### src/rtl/fetch_pkg.sv
// Shared types and constants for the fetch stage: queue entry layout and ISA mode encodings.
package fetch_pkg;

   localparam int unsigned INST_W = 48;

   localparam logic MODE_MIPS = 1'b0;
   localparam logic MODE_VAR  = 1'b1;

   typedef struct packed {
      logic [INST_W-1:0] inst;
      logic [31:0]       pc;
      logic [31:0]       next_pc;
      logic              mode;
   } fetch_entry_t;

endpackage

### src/rtl/fetch_fifo.sv
// Synchronous FIFO of fetch entries; head is read combinationally from storage.
module fetch_fifo
   import fetch_pkg::*;
#(
   parameter int unsigned DEPTH = 4,
   localparam int unsigned AW = (DEPTH > 1) ? $clog2(DEPTH) : 1,
   localparam int unsigned CW = $clog2(DEPTH) + 1
) (
   input  logic         clk,
   input  logic         rst_n,
   input  logic         clr,
   input  logic         push,
   input  fetch_entry_t push_entry,
   input  logic         pop,
   output logic [CW-1:0] count,
   output fetch_entry_t head
);

   fetch_entry_t  mem_q [DEPTH];
   fetch_entry_t  mem_d [DEPTH];
   logic [AW-1:0] wr_ptr_q, wr_ptr_d;
   logic [AW-1:0] rd_ptr_q, rd_ptr_d;
   logic [CW-1:0] count_q, count_d;
   logic          pop_en, push_en;

   always_comb begin
      mem_d    = mem_q;
      wr_ptr_d = wr_ptr_q;
      rd_ptr_d = rd_ptr_q;
      count_d  = count_q;
      pop_en   = pop & (count_q != '0);
      // A push into a full FIFO is only accepted when the head leaves in the same cycle.
      push_en  = push & ((count_q != CW'(DEPTH)) | pop_en);
      if (clr) begin
         wr_ptr_d = '0;
         rd_ptr_d = '0;
         count_d  = '0;
      end else begin
         if (push_en) begin
            mem_d[wr_ptr_q] = push_entry;
            wr_ptr_d        = wr_ptr_q + AW'(1);
         end
         if (pop_en) begin
            rd_ptr_d = rd_ptr_q + AW'(1);
         end
         count_d = count_q + CW'(push_en) - CW'(pop_en);
      end
   end

   always_ff @(posedge clk or negedge rst_n) begin
      if (!rst_n) begin
         mem_q    <= '{default: '0};
         wr_ptr_q <= '0;
         rd_ptr_q <= '0;
         count_q  <= '0;
      end else begin
         mem_q    <= mem_d;
         wr_ptr_q <= wr_ptr_d;
         rd_ptr_q <= rd_ptr_d;
         count_q  <= count_d;
      end
   end

   assign count = count_q;
   assign head  = mem_q[rd_ptr_q];

endmodule

### src/rtl/fetch_queue.sv
// Sequential half of the fetch stage: fetch state registers, byte address, redirect and
// back-pressure handling, and the instruction queue toward decode.
module fetch_queue
   import fetch_pkg::*;
#(
   parameter int unsigned DEPTH      = 4,
   parameter logic [31:0] RESET_PC   = 32'h0000_0000,
   parameter logic        RESET_MODE = 1'b0
) (
   input  logic                     clk,
   input  logic                     rst_n,
   output logic [31:0]              imem_addr,
   output logic [31:0]              f_pc,
   output logic [2:0]               f_off,
   output logic [INST_W-1:0]        f_inst,
   output logic                     f_mode,
   input  logic [2:0]               cu_next_off,
   input  logic [31:0]              cu_next_pc,
   input  logic [INST_W-1:0]        cu_inst,
   input  logic                     cu_next_mode,
   input  logic [31:0]              cu_next_inst_pc,
   input  logic                     d_flush_fetch,
   input  logic [31:0]              d_target_pc,
   input  logic                     d_target_mode,
   output logic                     q_valid,
   input  logic                     q_ready,
   output logic [INST_W-1:0]        q_inst,
   output logic [31:0]              q_pc,
   output logic [31:0]              q_next_pc,
   output logic                     q_mode,
   output logic [$clog2(DEPTH):0]   q_count
);

   localparam int unsigned CW = $clog2(DEPTH) + 1;

   logic [31:0]       f_pc_q, f_pc_d;
   logic [2:0]        f_off_q, f_off_d;
   logic [INST_W-1:0] f_inst_q, f_inst_d;
   logic              f_mode_q, f_mode_d;

   logic         done, pop, full, stall;
   logic         fifo_push, fifo_pop, fifo_clr;
   fetch_entry_t push_entry, head;
   logic [CW-1:0] count;

   always_comb begin
      done  = (cu_next_off == 3'd0);
      pop   = q_valid & q_ready;
      full  = (count == CW'(DEPTH));
      stall = done & full & ~pop;

      f_pc_d    = f_pc_q;
      f_off_d   = f_off_q;
      f_inst_d  = f_inst_q;
      f_mode_d  = f_mode_q;
      fifo_push = 1'b0;
      fifo_pop  = 1'b0;
      fifo_clr  = 1'b0;

      push_entry.inst    = cu_inst;
      push_entry.pc      = f_pc_q;
      push_entry.next_pc = cu_next_inst_pc;
      push_entry.mode    = f_mode_q;

      if (d_flush_fetch) begin
         f_pc_d   = d_target_pc;
         f_off_d  = 3'd0;
         f_inst_d = '0;
         f_mode_d = d_target_mode;
         fifo_clr = 1'b1;
      end else if (!stall) begin
         f_pc_d    = cu_next_pc;
         f_off_d   = cu_next_off;
         f_mode_d  = cu_next_mode;
         f_inst_d  = done ? '0 : cu_inst;
         fifo_push = done;
         fifo_pop  = pop;
      end
   end

   always_ff @(posedge clk or negedge rst_n) begin
      if (!rst_n) begin
         f_pc_q   <= RESET_PC;
         f_off_q  <= 3'd0;
         f_inst_q <= '0;
         f_mode_q <= RESET_MODE;
      end else begin
         f_pc_q   <= f_pc_d;
         f_off_q  <= f_off_d;
         f_inst_q <= f_inst_d;
         f_mode_q <= f_mode_d;
      end
   end

   fetch_fifo #(
      .DEPTH (DEPTH)
   ) u_fifo (
      .clk        (clk),
      .rst_n      (rst_n),
      .clr        (fifo_clr),
      .push       (fifo_push),
      .push_entry (push_entry),
      .pop        (fifo_pop),
      .count      (count),
      .head       (head)
   );

   assign imem_addr = f_pc_q + {29'd0, f_off_q};
   assign f_pc      = f_pc_q;
   assign f_off     = f_off_q;
   assign f_inst    = f_inst_q;
   assign f_mode    = f_mode_q;
   assign q_count   = count;
   assign q_valid   = (count != '0);
   assign q_inst    = head.inst;
   assign q_pc      = head.pc;
   assign q_next_pc = head.next_pc;
   assign q_mode    = head.mode;

endmodule

### config.mk
export PLATFORM = sky130hd
export DESIGN_NAME = fetch_queue
export DESIGN_NICKNAME = d
export VERILOG_FILES = /design/src/rtl/fetch_pkg.sv /design/src/rtl/fetch_fifo.sv /design/src/rtl/fetch_queue.sv
export SDC_FILE = /design/constraint.sdc
export NUM_CORES = 1
export LEC_CHECK = 0
export CAP_MARGIN = 20
export CORE_ASPECT_RATIO = 0.6
export CORE_MARGIN = 5
export CORE_UTILIZATION = 44
export DETAILED_ROUTE_END_ITERATION = 8
export GPL_TIMING_DRIVEN = 0
export PLACE_DENSITY = 0.66
export RECOVER_POWER = 50
export SLEW_MARGIN = 20
export SYNTH_ARGS = -nofsm -noshare
export SYNTH_HDL_FRONTEND = slang
export SYNTH_HIERARCHICAL = 1
export SYNTH_SLANG_ARGS = --single-unit
### constraint.sdc
create_clock -name clk -period 2.7 [get_ports clk]
set_input_delay 0.405 -clock clk [delete_from_list [all_inputs] [get_ports clk]]
set_output_delay 0.405 -clock clk [all_outputs]
set_load 0.005 [all_outputs]
==> results of run 1 <==
==> worst min-delay path by stage <==
stage,start,end,slack (ns),depth (start not counted)
global route,rst_n,u_fifo/mem_q[395],0.37,2
CTS,rst_n,u_fifo/mem_q[395],0.35,2
finish,rst_n,u_fifo/mem_q[395],0.35,2
floorplan,rst_n,f_inst[0],0.11,0
detailed placement,rst_n,u_fifo/mem_q[395],0.39,1
global placement,u_fifo/mem_q[94],u_fifo/mem_q[94],0.46,1
==> kinds of logic after synthesis <==
family                     share of synthesized area, %
buffers and inverters                              2.69
AOI/OAI and AO/OA                                  2.77
and+or+nand+nor                                    2.57
adders and majority gates                         0.630
muxes                                              34.0
DFF                                                56.1
xor gates and xnor gates                           1.19
==> repair_timing <==
item                                    4_1_cts  5_1_grt
setup buffers                                61       21
endpoints found under the setup margin      604      135
resized for setup                           633       72
hold buffers                                  1        0
pin swaps                                    25       21
hold endpoints to repair                     61        0
cloned                                        9        0
==> synthesized netlist by cell type, drive strengths merged (11+ instances only) <==
master / count
mux4: 113
o21ai: 33
nand2: 44
buf: 77
xor2: 17
mux2i: 33
dfrtp: 543
mux2: 453
nand4: 11
xnor2: 16
clkbuf: 25
a22o: 51
nor2: 11
==> sequential cells by signal, indices dropped and copies added (netlist names) <==
name / cells
f_inst: 48
f_mode: 1
f_off: 3
f_pc: 32
u_fifo/count: 3
u_fifo/mem_q: 452
u_fifo/rd_ptr_q: 2
u_fifo/wr_ptr_q: 2
==> report_power, final <==
group	switching [mW]	internal, mW	total (mW)
Combinational	1.21	1.92	3.13
Sequential	0.446	8.77	9.22
Clock	3.19	4.07	7.27
Total	4.85	14.8	19.6
==> final cells by class <==
class	count	share of cell area (%)
Buffer	98	2.71
Inverter	6	0.0784
Sequential cell	543	42.6
Clock buffer	76	4.60
Tap cell	714	2.80
Antenna cell	4	0.0313
Timing Repair Buffer	471	14.3
Multi-Input combinational cell	844	32.3
Clock inverter	16	0.600
==> through the flow <==
step	hold WS, ns	area [sq um]
CTS	0.346	31900
detailed placement	0.392	29100
floorplan	0.109	24200
finish	0.348	31900
global placement	0.462	29000
global route	0.374	31900
==> per-layer routing <==
metal	wire, um	up-vias	part of all wire [%]
li1	-	6641	-
met1	31900	8142	47
met2	31600	336	46
met3	3720	83	5.4
met4	1270	0	1.9
met5	0	-	0
==> worst max-delay path, stage by stage (launching register included) <==
cell and delay [ns]:
dfrtp_2 0.43, ha_4 0.17, fa_2 0.36, a21oi_4 0.23, or3_4 0.27, buf_12 0.13, buf_6 0.09, nor3_4 0.03
xor2_1 0.16, buf_2 0.13
==> layout by cell type (no fill, tap or decap), types with 6 or more instances in the layout <==
| cell type | count |
|---|---|
| dlygate4sd2_1 | 25 |
| clkbuf_4 | 11 |
| clkbuf_2 | 20 |
| o21ai_0 | 28 |
| a22o_1 | 51 |
| xor2_1 | 16 |
| dlymetal6s2s_1 | 9 |
| clkdlybuf4s50_1 | 172 |
| buf_16 | 7 |
| buf_2 | 94 |
| clkdlybuf4s15_1 | 6 |
| buf_6 | 65 |
| nor2_1 | 9 |
| buf_12 | 25 |
| buf_4 | 38 |
| dfrtp_1 | 526 |
| mux2_4 | 70 |
| mux2_1 | 140 |
| mux4_2 | 113 |
| mux2_2 | 243 |
| nand4_1 | 11 |
| dlygate4sd3_1 | 69 |
| dfrtp_2 | 17 |
| mux2i_1 | 33 |
| clkbuf_1 | 32 |
| clkbuf_8 | 10 |
| xnor2_1 | 10 |
| nand2_1 | 39 |
| clkinv_2 | 9 |
| buf_8 | 8 |
| clkbuf_16 | 52 |
| xnor2_2 | 6 |
==> metrics.txt, run 1 <==
result of the run complete, but fails checks; failing checks setup timing; total area of multi-input combinational cells 0.0103 sq mm; number of antenna violations at the first check in global routing 2; clock transition at the registers of the reported paths 0.06 ns; worst r2r dst f_pc[18]; die width 313 um; number of vias per cell 5.48; DRC marker count from the first detailed-route iteration 846; routability-driven placement congestion ratio 0.784; flop and latch count out of synthesis 543; Final Critical Period 3.01 ns; number of placed cells counting well taps 2599; post-synthesis sequential area ratio 56.1%; remaining design rule violation count 0; origin of the critical flop-to-flop path u_fifo/count[1]; Worst-Skew Late Latency 0.59 ns; core outline area 0.0543 sq mm; total negative slack for setup checks -46.32 ns; fraction of final layout cells sized beyond drive strength 1 41.0%; Die Height 192 um; launching element of the worst setup path f_pc[0]; Row Count 66; critical path endpoint category output port; TritonRoute pass-1 iters 5; final worst-path cycle share 112%; average wire length per cell after detail routing 24.7 um; maxcap violations 0; dominant cells by area after synthesis dfrtp_1 56%, mux2_2 11%, mux4_2 11%; synthesized netlist cell count 1495; fin. max-slew vios 0; endpoint arrival time on the critical path 2.61 ns; Seq. cell area 0.0136 sq mm; H-tree levels 2; total power 19.6 mW; largest vdd supply drop 0.000531 V; Unique masters post-synth 47; total length of routed wires 68500 um; EDFF count, synth 0; grt total ovfl 0; met3 track utilization from global routing 5.29%; number of global-route vias before repair 16.6k; number of I/O port buffers 385; Max Clock Freq 332 MHz; actual slew at the worst max-slew pin 1.37 ns; final cell count without fillers 2772; slack of the critical path -0.311 ns; hold crit path type primary input to async pin; most area-hungry cell type in the Yosys netlist dfrtp_1; leakage dissipation 15.1 nW; area of the mapped netlist 0.0242 sq mm; portion of synthesized cell area occupied by the leading cell type 56.1%; flip-flop cell with the highest count after synthesis dfrtp_1; GR Util met2 35.3%; routed via count 15.2k; kind of critical path register to output port; flop-to-flop setup slack -0.17 ns; Clock Sinks 543; I/O pin total 386; fillers 4182; overall routing resource usage 22.8%; critical path data required time 2.30 ns; met1 Resource Use GR 33.6%; maximum buffer depth of the clock tree 3; depth of the worst register-to-register path 8; CTS Buf Count 51; destination of the critical timing path imem_addr[16]; full die area 0.0600 sq mm; Total Nets Final 2179; fraction of registers with async set/reset 100%; Place WS -1.41 ns; number of nets with antenna violations after detailed routing 0; relative max-transition margin 8.62%; busiest metal layer after global routing met2; final-report setup violation count 338; largest fanout on the critical path 4; Synth warnings 6; area grow syn2layout 31.9%; CTS tree done; worst clock skew 0.0222 ns; maximum number of pins on one net before global-route repair 102; Initial Utilization 44.6%; total nets after synthesis 1659; clock tree root buffer cell clkbuf_16; power density normalized to cell area 614 mW/mm^2; type of element launching the critical path register; per-instance average area after synthesis 16.2 sq um; global-route wire length before repair 105000 um; hold violation total from the final report 0; Final Util 58.8%; sum of net half-perimeters after detailed placement 46700 um; setup repair after global routing missed its margin yes
No activity file was read; power rests on OpenSTA's default activity.
==> run 2, diff against run 1 <==
--- a/config.mk
+++ b/config.mk
@@ -13,6 +13,7 @@
 export GPL_TIMING_DRIVEN = 0
 export PLACE_DENSITY = 0.66
 export RECOVER_POWER = 50
+export SKIP_LAST_GASP = 1
 export SLEW_MARGIN = 20
 export SYNTH_ARGS = -nofsm -noshare
 export SYNTH_HDL_FRONTEND = slang
==> metrics.txt, run 2 (same netlist as run 1, synthesis figures left out) <==
Clock Sinks 543 (unchanged); clock transition at the registers of the reported paths 0.06 ns (about the same); fraction of final layout cells sized beyond drive strength 1 41.9% (+0.89 points); sum of net half-perimeters after detailed placement 46700 um (unchanged); launching element of the worst setup path f_pc[0]; routed via count 15.3k (+0.63%); library cell contributing the largest single delay on the critical path dfrtp_2; Total Nets Final 2202 (+1.1%); final worst-path cycle share 111% (-0.40 points); Max Clock Freq 333 MHz (+0.36%); global-route wire length before repair 105000 um (about the same); worst clock skew 0.0215 ns (-0.000698 ns); slack of the critical path -0.300 ns (+0.0109 ns); die width 313 um (unchanged); total area of multi-input combinational cells 0.0103 sq mm (-0.23%); total length of routed wires 68900 um (+0.57%); Final Util 59.0% (+0.27 points); cell-by-cell listing of the critical path ha_4 > fa_2 > a21oi_4 > buf_4 > nor3_4 > buf_12 > nand4_1 > xnor2_1 > clkdlybuf4s15_2; hold crit path type primary input to async pin; number of vias per cell 5.48 (-0.16%); routability-driven placement congestion ratio 0.784 (unchanged); CTS tree done; number of I/O port buffers 385 (unchanged); overall routing resource usage 22.8% (about the same); number of nets with antenna violations after detailed routing 0 (unchanged); endpoint arrival time on the critical path 2.59 ns (-0.02 ns); average wire length per cell after detail routing 24.7 um (-0.22%); commonest non-fill, non-tap cell in the layout dfrtp_1; instance area at placement 0.0291 sq mm (unchanged); Most flops, register u_fifo/mem_q; setup repair after global routing missed its margin yes; final-report setup violation count 273 (-19%); Row Count 66 (unchanged); switching share of power 24.7% (about the same); grt total ovfl 0 (unchanged); CTS Buf Count 51 (unchanged); clock tree root buffer cell clkbuf_16; I/O pin total 386 (unchanged); TritonRoute pass-1 iters 5 (unchanged); flip-flop count of the largest register after layout 452 (unchanged); relative max-transition margin 7.89% (-0.73 points); origin of the critical flop-to-flop path u_fifo/count[1]; Worst-Skew Late Latency 0.59 ns (about the same); full die area 0.0600 sq mm (unchanged); commonest cells after routing, fill and taps aside 524 x dfrtp_1, 243 x mux2_2, 199 x clkdlybuf4s50_1, 140 x mux2_1, 113 x mux4_2; maximum buffer depth of the clock tree 3 (unchanged); hold violation total from the final report 0 (unchanged); kind of critical path register to output port; delay of the slowest critical-path stage 0.43 ns (about the same); remaining design rule violation count 0 (unchanged); type of element launching the critical path register; relative contribution of combinational cells to total power 16.0% (about the same); power density normalized to cell area 612 mW/mm^2 (-0.37%); finished layout cell area 0.0321 sq mm (+0.47%); share of power burned in registers 46.9% (about the same); fillers 4169 (-0.31%); maximum number of pins on one net before global-route repair 102 (unchanged); number of global-route vias before repair 16.6k (-0.024%); core outline area 0.0543 sq mm (unchanged); largest vdd supply drop 0.000530 V (-0.23%); DRC marker count from the first detailed-route iteration 821 (-3.0%); fin. max-slew vios 0 (unchanged); result of the run complete, but fails checks; Final Critical Period 3.00 ns (-0.0109 ns); top cell family by delay on the critical path adder cells; Initial Utilization 44.6% (unchanged); critical path endpoint category output port; maxcap violations 0 (unchanged); critical path data required time 2.30 ns (about the same); total negative slack for setup checks -12.24 ns (+34.08 ns); power dissipated by switching net loads 4.86 mW (+0.19%); area grow syn2layout 32.5%; number of antenna violations at the first check in global routing 1 (-1); leakage dissipation 15.2 nW (+0.12%); largest fanout on the critical path 4 (unchanged); Place WS -1.41 ns (unchanged); H-tree levels 2 (unchanged); Clock Power Share 37.0% (about the same); number of buffers and inverters on the critical path 3 (unchanged); Die Height 192 um (unchanged); Seq. cell area 0.0136 sq mm (about the same); failing checks setup timing; Cell Int Power 14.8 mW (about the same); actual slew at the worst max-slew pin 1.38 ns (+0.0110 ns)
==> run 2: cell count changes in the layout (fill, tap and decap cells not counted), sizes merged <==
cell           previous run  this run
clkdlybuf4s15             7         3
dlygate4sd3              69        49
dlymetal6s2s              9         3
diode                     4         3
buf                     237       254
clkdlybuf4s50           172       199
clkbuf                  125       134
==> run 2: path summary, 6_finish.rpt <==
check                                    end  slack [ns]  depth (start not counted)
min reg2reg                u_fifo/mem_q[110]        0.48                          1
min in group clk                    f_pc[25]        0.44                          3
max reg2reg                         f_pc[15]       -0.14                          8
max in group asynchronous  u_fifo/mem_q[353]        0.17                          5
min                        u_fifo/mem_q[395]        0.34                          2
max                            imem_addr[26]       -0.30                          9
==> run 2: area by class of cell <==
| type | instances | share of cell area, % |
|---|---|---|
| plain buffers | 98 | 2.80 |
| repair buffers | 494 | 14.6 |
| inverters | 6 | 0.0702 |
| flip-flops and latches | 543 | 42.4 |
| multi-input cells | 844 | 32.1 |
| diodes | 3 | 0.0234 |
| clock buffers | 76 | 4.58 |
| well taps | 714 | 2.78 |
| clock inverters | 16 | 0.597 |
==> run 2: per-stage QoR <==
step	instances	hold slack (ns)	power (mW)
5_1_grt	2792	0.366	20.5
2_1_floorplan	1495	0.109	10.6
6_report	2794	0.343	19.6
3_5_place_dp	2599	0.392	12.8
3_3_place_gp	2594	0.462	12.7
4_1_cts	2760	0.346	19.8
==> run 2: power groups by stage <==
stage / registers (mW) / clock network (mW) / logic, mW
after floorplan: 9.20 / 0 / 1.43
after global routing: 9.29 / 7.82 / 3.38
after global placement: 9.34 / 0 / 3.36
after detailed placement: 9.33 / 0 / 3.43
after CTS: 9.20 / 7.48 / 3.16
final: 9.21 / 7.27 / 3.15
==> run 2: what timing repair did <==
item	4_1_cts	5_1_grt
cloned	9	0
hold buffers	1	0
endpoints found under the setup margin	604	148
resized for setup	505	159
setup buffers	61	39
hold endpoints to repair	61	0
pin swaps	25	18
==> run 2: per-layer routing <==
metal	share of wire, %	up-vias	track usage [%]
met5	0	-	0
met4	1.5	0	4.13
met3	5.5	70	5.19
met2	46	352	35.5
met1	47	8197	33.6
li1	-	6679	-
==> run 3, diff against run 2 <==
--- a/config.mk
+++ b/config.mk
@@ -5,7 +5,7 @@
 export SDC_FILE = /design/constraint.sdc
 export NUM_CORES = 1
 export LEC_CHECK = 0
-export CAP_MARGIN = 20
+export CAP_MARGIN = 5
 export CORE_ASPECT_RATIO = 0.6
 export CORE_MARGIN = 5
 export CORE_UTILIZATION = 44
@@ -19,3 +19,4 @@
 export SYNTH_HDL_FRONTEND = slang
 export SYNTH_HIERARCHICAL = 1
 export SYNTH_SLANG_ARGS = --single-unit
+export TNS_END_PERCENT = 30
==> metrics.txt, run 3 (same netlist as run 1, synthesis figures left out) <==
average wire length per cell after detail routing 24.6 um (-0.13%); flip-flop count of the largest register after layout 452 (unchanged); number of global-route vias before repair 16.5k (-0.63%); Most flops, register u_fifo/mem_q; power dissipated by switching net loads 4.81 mW (-0.96%); critical path endpoint category output port; CTS Buf Count 51 (unchanged); hold crit path type primary input to async pin; Max Clock Freq 334 MHz (+0.14%); DRC marker count from the first detailed-route iteration 792 (-3.5%); area grow syn2layout 32.2%; result of the run complete, but fails checks; number of I/O port buffers 385 (unchanged); Place WS -1.41 ns (unchanged); overall routing resource usage 22.7% (-0.16 points); largest fanout on the critical path 4 (unchanged); H-tree levels 2 (unchanged); slack of the critical path -0.296 ns (+0.00406 ns); number of buffers and inverters on the critical path 3 (unchanged); Final Util 58.9% (-0.13 points); fillers 4179 (+0.24%); leakage dissipation 15.3 nW (+0.57%); cell-by-cell listing of the critical path ha_4 > fa_2 > a21oi_4 > buf_4 > nor3_4 > buf_12 > nand4_1 > xnor2_1 > clkdlybuf4s15_2; kind of critical path register to output port; final worst-path cycle share 111% (-0.15 points); endpoint arrival time on the critical path 2.59 ns (about the same); Cell Int Power 14.8 mW (+0.21%); relative max-transition margin 8.70% (+0.81 points); fraction of final layout cells sized beyond drive strength 1 38.4% (-3.5 points); worst hold margin 0.344 ns (+0.000760 ns); maxcap violations 0 (unchanged); full die area 0.0600 sq mm (unchanged); commonest cells after routing, fill and taps aside 528 x dfrtp_1, 243 x mux2_2, 208 x clkdlybuf4s50_1, 140 x mux2_1, 113 x mux4_2; sum of net half-perimeters after detailed placement 46700 um (unchanged); relative contribution of combinational cells to total power 16.0% (about the same); Row Count 66 (unchanged); worst clock skew 0.0202 ns (-0.00130 ns); actual slew at the worst max-slew pin 1.37 ns (-0.0121 ns); routability-driven placement congestion ratio 0.784 (unchanged); hold violation total from the final report 0 (unchanged); clock transition at the registers of the reported paths 0.07 ns (about the same); remaining design rule violation count 0 (unchanged); Clock Power Share 37.0% (about the same); clock tree root buffer cell clkbuf_16; instance area at placement 0.0291 sq mm (unchanged); Clock Sinks 543 (unchanged); total length of routed wires 68200 um (-1.0%); switching share of power 24.5% (-0.22 points); power density normalized to cell area 613 mW/mm^2 (+0.15%); total negative slack for setup checks -31.60 ns (-19.36 ns); final cell count without fillers 2769 (-0.89%); number of nets with antenna violations after detailed routing 0 (unchanged); top cell family by delay on the critical path adder cells; number of antenna violations at the first check in global routing 2 (+1); type of element launching the critical path register; share of power burned in registers 47.0% (about the same); critical path data required time 2.30 ns (about the same); total power 19.6 mW (about the same); global-route wire length before repair 104000 um (-0.76%); library cell contributing the largest single delay on the critical path dfrtp_2; Initial Utilization 44.6% (unchanged); finished layout cell area 0.0320 sq mm (-0.23%); flop-to-flop setup slack -0.16 ns (-0.02 ns); largest vdd supply drop 0.000532 V (+0.43%); core outline area 0.0543 sq mm (unchanged); grt total ovfl 0 (unchanged); I/O pin total 386 (unchanged); Final Critical Period 3.00 ns (-0.00406 ns); delay of the slowest critical-path stage 0.43 ns (about the same); die width 313 um (unchanged); commonest non-fill, non-tap cell in the layout dfrtp_1; number of placed cells counting well taps 2599 (unchanged); Worst-Skew Late Latency 0.59 ns (about the same); routed via count 15.1k (-1.1%); setup repair after global routing missed its margin yes; fin. max-slew vios 0 (unchanged); number of vias per cell 5.47 (-0.16%); Total Nets Final 2176 (-1.2%); final-report setup violation count 291 (+6.6%); TritonRoute pass-1 iters 5 (unchanged); CTS tree done; failing checks setup timing; Die Height 192 um (unchanged); maximum buffer depth of the clock tree 3 (unchanged); maximum number of pins on one net before global-route repair 102 (unchanged)
run 3: cell count changes in the layout (fill, tap and decap cells not counted), sizes merged:
cell / delta
dlymetal6s2s: +22
clkdlybuf4s15: +10
clkbuf: -34
buf: -48
dlygate4sd2: +13
clkdlybuf4s50: +9
bufbuf: +2
diode: +1
run 3: timing repair:
action | 4_1_cts | 5_1_grt
resized for setup | 424 | 66
buffers inserted | 47 | 24
pin swaps | 21 | 15
setup endpoints to repair | 604 | 572
hold buffers | 1 | 0
cloned | 8 | 0
hold endpoints to repair | 61 | 0
run 3: final cells by class:
type	instances	area, sq um	area share [%]
diodes	4	10.0	0.0313
plain buffers	99	920	2.87
clock buffers	76	1470	4.59
clock inverters	16	191	0.598
inverters	6	22.5	0.0704
multi-input cells	844	10300	32.0
flip-flops and latches	543	13600	42.5
well taps	714	893	2.79
repair buffers	467	4640	14.5
run 3: path summary, 6_finish.rpt:
kind,start,to,cells past startpoint
min in group clk,cu_next_pc[25],f_pc[25],3
max in group asynchronous,rst_n,u_fifo/mem_q[353],5
max reg2reg,u_fifo/count[0],u_fifo/count[2],12
min reg2reg,u_fifo/mem_q[110],u_fifo/mem_q[110],1
max,f_pc[0],imem_addr[26],9
min,rst_n,u_fifo/mem_q[394],2
run 3: worst register-to-register path, delay by kind of cell (launching register included):
kind,cells,cell delay [ns]
adders and majority gates,3,0.65
and+or+nand+nor,6,1.33
buffers and inverters,2,0.09
xor gates and xnor gates,1,0.17
DFF,1,0.47
run 3: layer usage:
metal	up-vias	global-route usage (%)	share of wire, %
li1	6622	-	-
met1	8100	33.4	47
met2	340	35.2	46
met3	75	5.20	5.6
met4	0	4.21	1.7
met5	-	0	0
run 3: power groups by stage:
stage                     clock, mW  sequential, mW  combinational, mW
after floorplan                   0            9.20               1.43
after global placement            0            9.34               3.36
after detailed placement          0            9.33               3.43
after CTS                      7.48            9.21               3.24
after global routing           7.83            9.29               3.38
final                          7.25            9.22               3.15
==> patch, RTL diff (settings of run 3) <==
Make the reset (`rst_n`) synchronous in 2 clocked blocks.
--- a/src/rtl/fetch_fifo.sv
+++ b/src/rtl/fetch_fifo.sv
@@ -47,7 +47,7 @@
       end
    end
 
-   always_ff @(posedge clk or negedge rst_n) begin
+   always_ff @(posedge clk) begin
       if (!rst_n) begin
          mem_q    <= '{default: '0};
          wr_ptr_q <= '0;
--- a/src/rtl/fetch_queue.sv
+++ b/src/rtl/fetch_queue.sv
@@ -78,7 +78,7 @@
       end
    end
 
-   always_ff @(posedge clk or negedge rst_n) begin
+   always_ff @(posedge clk) begin
       if (!rst_n) begin
          f_pc_q   <= RESET_PC;
          f_off_q  <= 3'd0;
Check against the original RTL: not equivalent (a bounded check fails within 4 cycles, from zero or initial values and one cycle with rst_n low; the reset may be asserted at any time).
==> patch against run 3 <==
Count of clock-buffer cells in the layout shrank 1. First-iteration DRC count grew 93%. The flow still finishes with violations (setup timing). Sequential cell count is the same. Final area shrank 4.7%. Setup slack gained 0.15 ns. Wire length grew 14%. Critical path type unchanged. Largest cell class is now multi-input combinational cells. Area after synthesis shrank 4.2%.
Power is not compared: it rests on default switching activity, and its combinational part moved more than twofold at a synthesized area within 25%.
==> patch: results (changes against run 3) <==
- The most frequently used flop master after synthesis is dfxtp_1 (was dfrtp_1).
- The worst slack at placement was -1.336 ns (was -1.406 ns).
- The number of clock buffer instances in the layout is 75 (was 76).
- The global placer's final weighted congestion came to 0.8836 (was 0.7835).
- The sequential element share of the synthesized area is 46.85% (was 56.11%).
- The final-report setup violation count came to 214 (was 291).
- The worst slew margin relative to its limit is 38.14% (was 8.700%).
- The total global routing track utilization was 25.96% (was 22.66%).
- The layout inverter count without the clock tree is 7 (was 6).
- The net count reported at finish is 2853 (was 2176).
- The width of the die is 306.5 um (was 312.9 um).
- The maximum resistive drop on vdd is 0.0004989 V.
- The clock latency reported for the late side of the worst-skew pair is 0.57 ns (was 0.59 ns).
- The storage element area was 0.01093 mm2 (was 0.01361 mm2).
- The number of distinct standard cells referenced by the synthesized netlist is 37 (was 47).
- The final clock skew is 0.01199 ns (was 0.02023 ns).
- The number of fillers in the final layout was 4407 (was 4179).
- The total number of vias was 19020 (was 15140).
- The relative area of clock buffers and inverters in the final design came to 5.870% (was 5.192%).
- Synth cell count leaders: nand2_1 (646), dfxtp_1 (543), mux2i_1 (453) (was dfrtp_1 (543), mux2_2 (243), mux2_1 (140)).
- The pin count of the biggest net entering global routing came to 16 (was 102).
- The multi-input gate area in the final layout is 0.01166 mm2 (was 0.01025 mm2).
- The destination of the worst register-to-register timing path is u_fifo/count[2] (unchanged).
- The critical path startpoint is f_pc[0] (unchanged).
- The average footprint of a synthesized cell was 10.45 um2 (was 16.20 um2).
- The proportion of synthesized flip-flops having asynchronous set or reset was 0% (was 100.0%).
- The setup slack of the most critical reg-to-reg path is -0.08 ns (was -0.16 ns).
- The last element of the critical path is imem_addr[14] (was imem_addr[26]).
- The count of plain and timing-repair buffers is 591 (was 566).
- The initial detailed-routing violation count was 1527 (was 792).
- Violations in the final reports: setup timing (unchanged).
- The first-pass GRT wire length is 118100 um (was 104300 um).
- The startpoint of the worst-slack reg-to-reg timing path is u_fifo/count[1] (was u_fifo/count[0]).
- The post-synthesis net count is 2385 (was 1659).
- The total detailed-routing wirelength is 77700 um (was 68200 um).
- The antenna diode count is 2 (was 4).
- The post-layout worst setup margin is -0.1487 ns (was -0.2957 ns).
- Status: finished, violations left (unchanged).
- The total number of multi-input combinational cells was 1495 (was 844).
- The ratio of cells with drive above 1 in the final layout is 15.64% (was 38.37%).
- The half-perimeter wire length after placement came to 55410 um (was 46730 um).
- The number of placed cells counting well taps is 3309 (was 2599).
- The area share of buffers outside the clock network was 17.10% (was 17.37%).
- Top cells by area in the synthesized netlist: dfxtp_1 (47%), mux2i_1 (20%), mux4_2 (11%) (was dfrtp_1 (56%), mux2_2 (11%), mux4_2 (11%)).
- The class of the tightest hold or removal check is in2reg (was in2async).
==> patch: power groups by stage <==
stage | Sequential, uW | Combinational [uW] | Clock (uW)
finish | 8220 | 1150 | 7680
global route | 8220 | 1230 | 8180
CTS | 8210 | 1160 | 7810
detailed placement | 8400 | 1160 | 0
global placement | 8390 | 1140 | 0
floorplan | 8350 | 436 | 0
==> patch: per-stage QoR <==
step	area (um2)	power, uW	utilization (%)	TNS (ns)	hold WS (ns)
2_1_floorplan	23260	8787	-	-0.1623	0.4315
3_3_place_gp	27990	9536	53.44	-619.69	0.4385
3_5_place_dp	27990	9553	53.44	-643.25	0.4449
4_1_cts	30370	17180	57.98	-15.91	0.3461
5_1_grt	30500	17630	58.24	-29.00	0.3869
6_report	30500	17050	58.24	-6.763	0.3914
==> patch: cell families after synthesis <==
logic type	Yosys count	share of synthesized area [%]
xor gates and xnor gates	33	1.246
adders and majority gates	11	0.6579
buffers and inverters	183	4.217
DFF	543	46.85
muxes	566	30.51
AOI/OAI and AO/OA	123	3.397
and+or+nand+nor	762	13.12
==> patch: critical path, cell delays in order, from the launching register on <==
cell,delay (ns)
dfxtp_4,0.39
ha_4,0.18
fa_2,0.40
a21oi_4,0.26
buf_6,0.14
buf_6,0.09
nor2_4,0.06
nand3_2,0.09
xnor2_2,0.11
buf_2,0.15
==> patch: repair_timing <==
action                                  4_1_cts  5_1_grt
endpoints found under the setup margin      599      506
pin swaps                                    27       24
gates resized for setup                     381       41
buffers inserted                             36        3
==> patch: per-layer routing <==
metal	routed length [um]	vias up	GRT usage, %
li1	-	8630	-
met1	35750	9576	37.40
met2	35010	689	40.98
met3	4816	129	4.211
met4	2123	0	6.753
met5	0	-	0
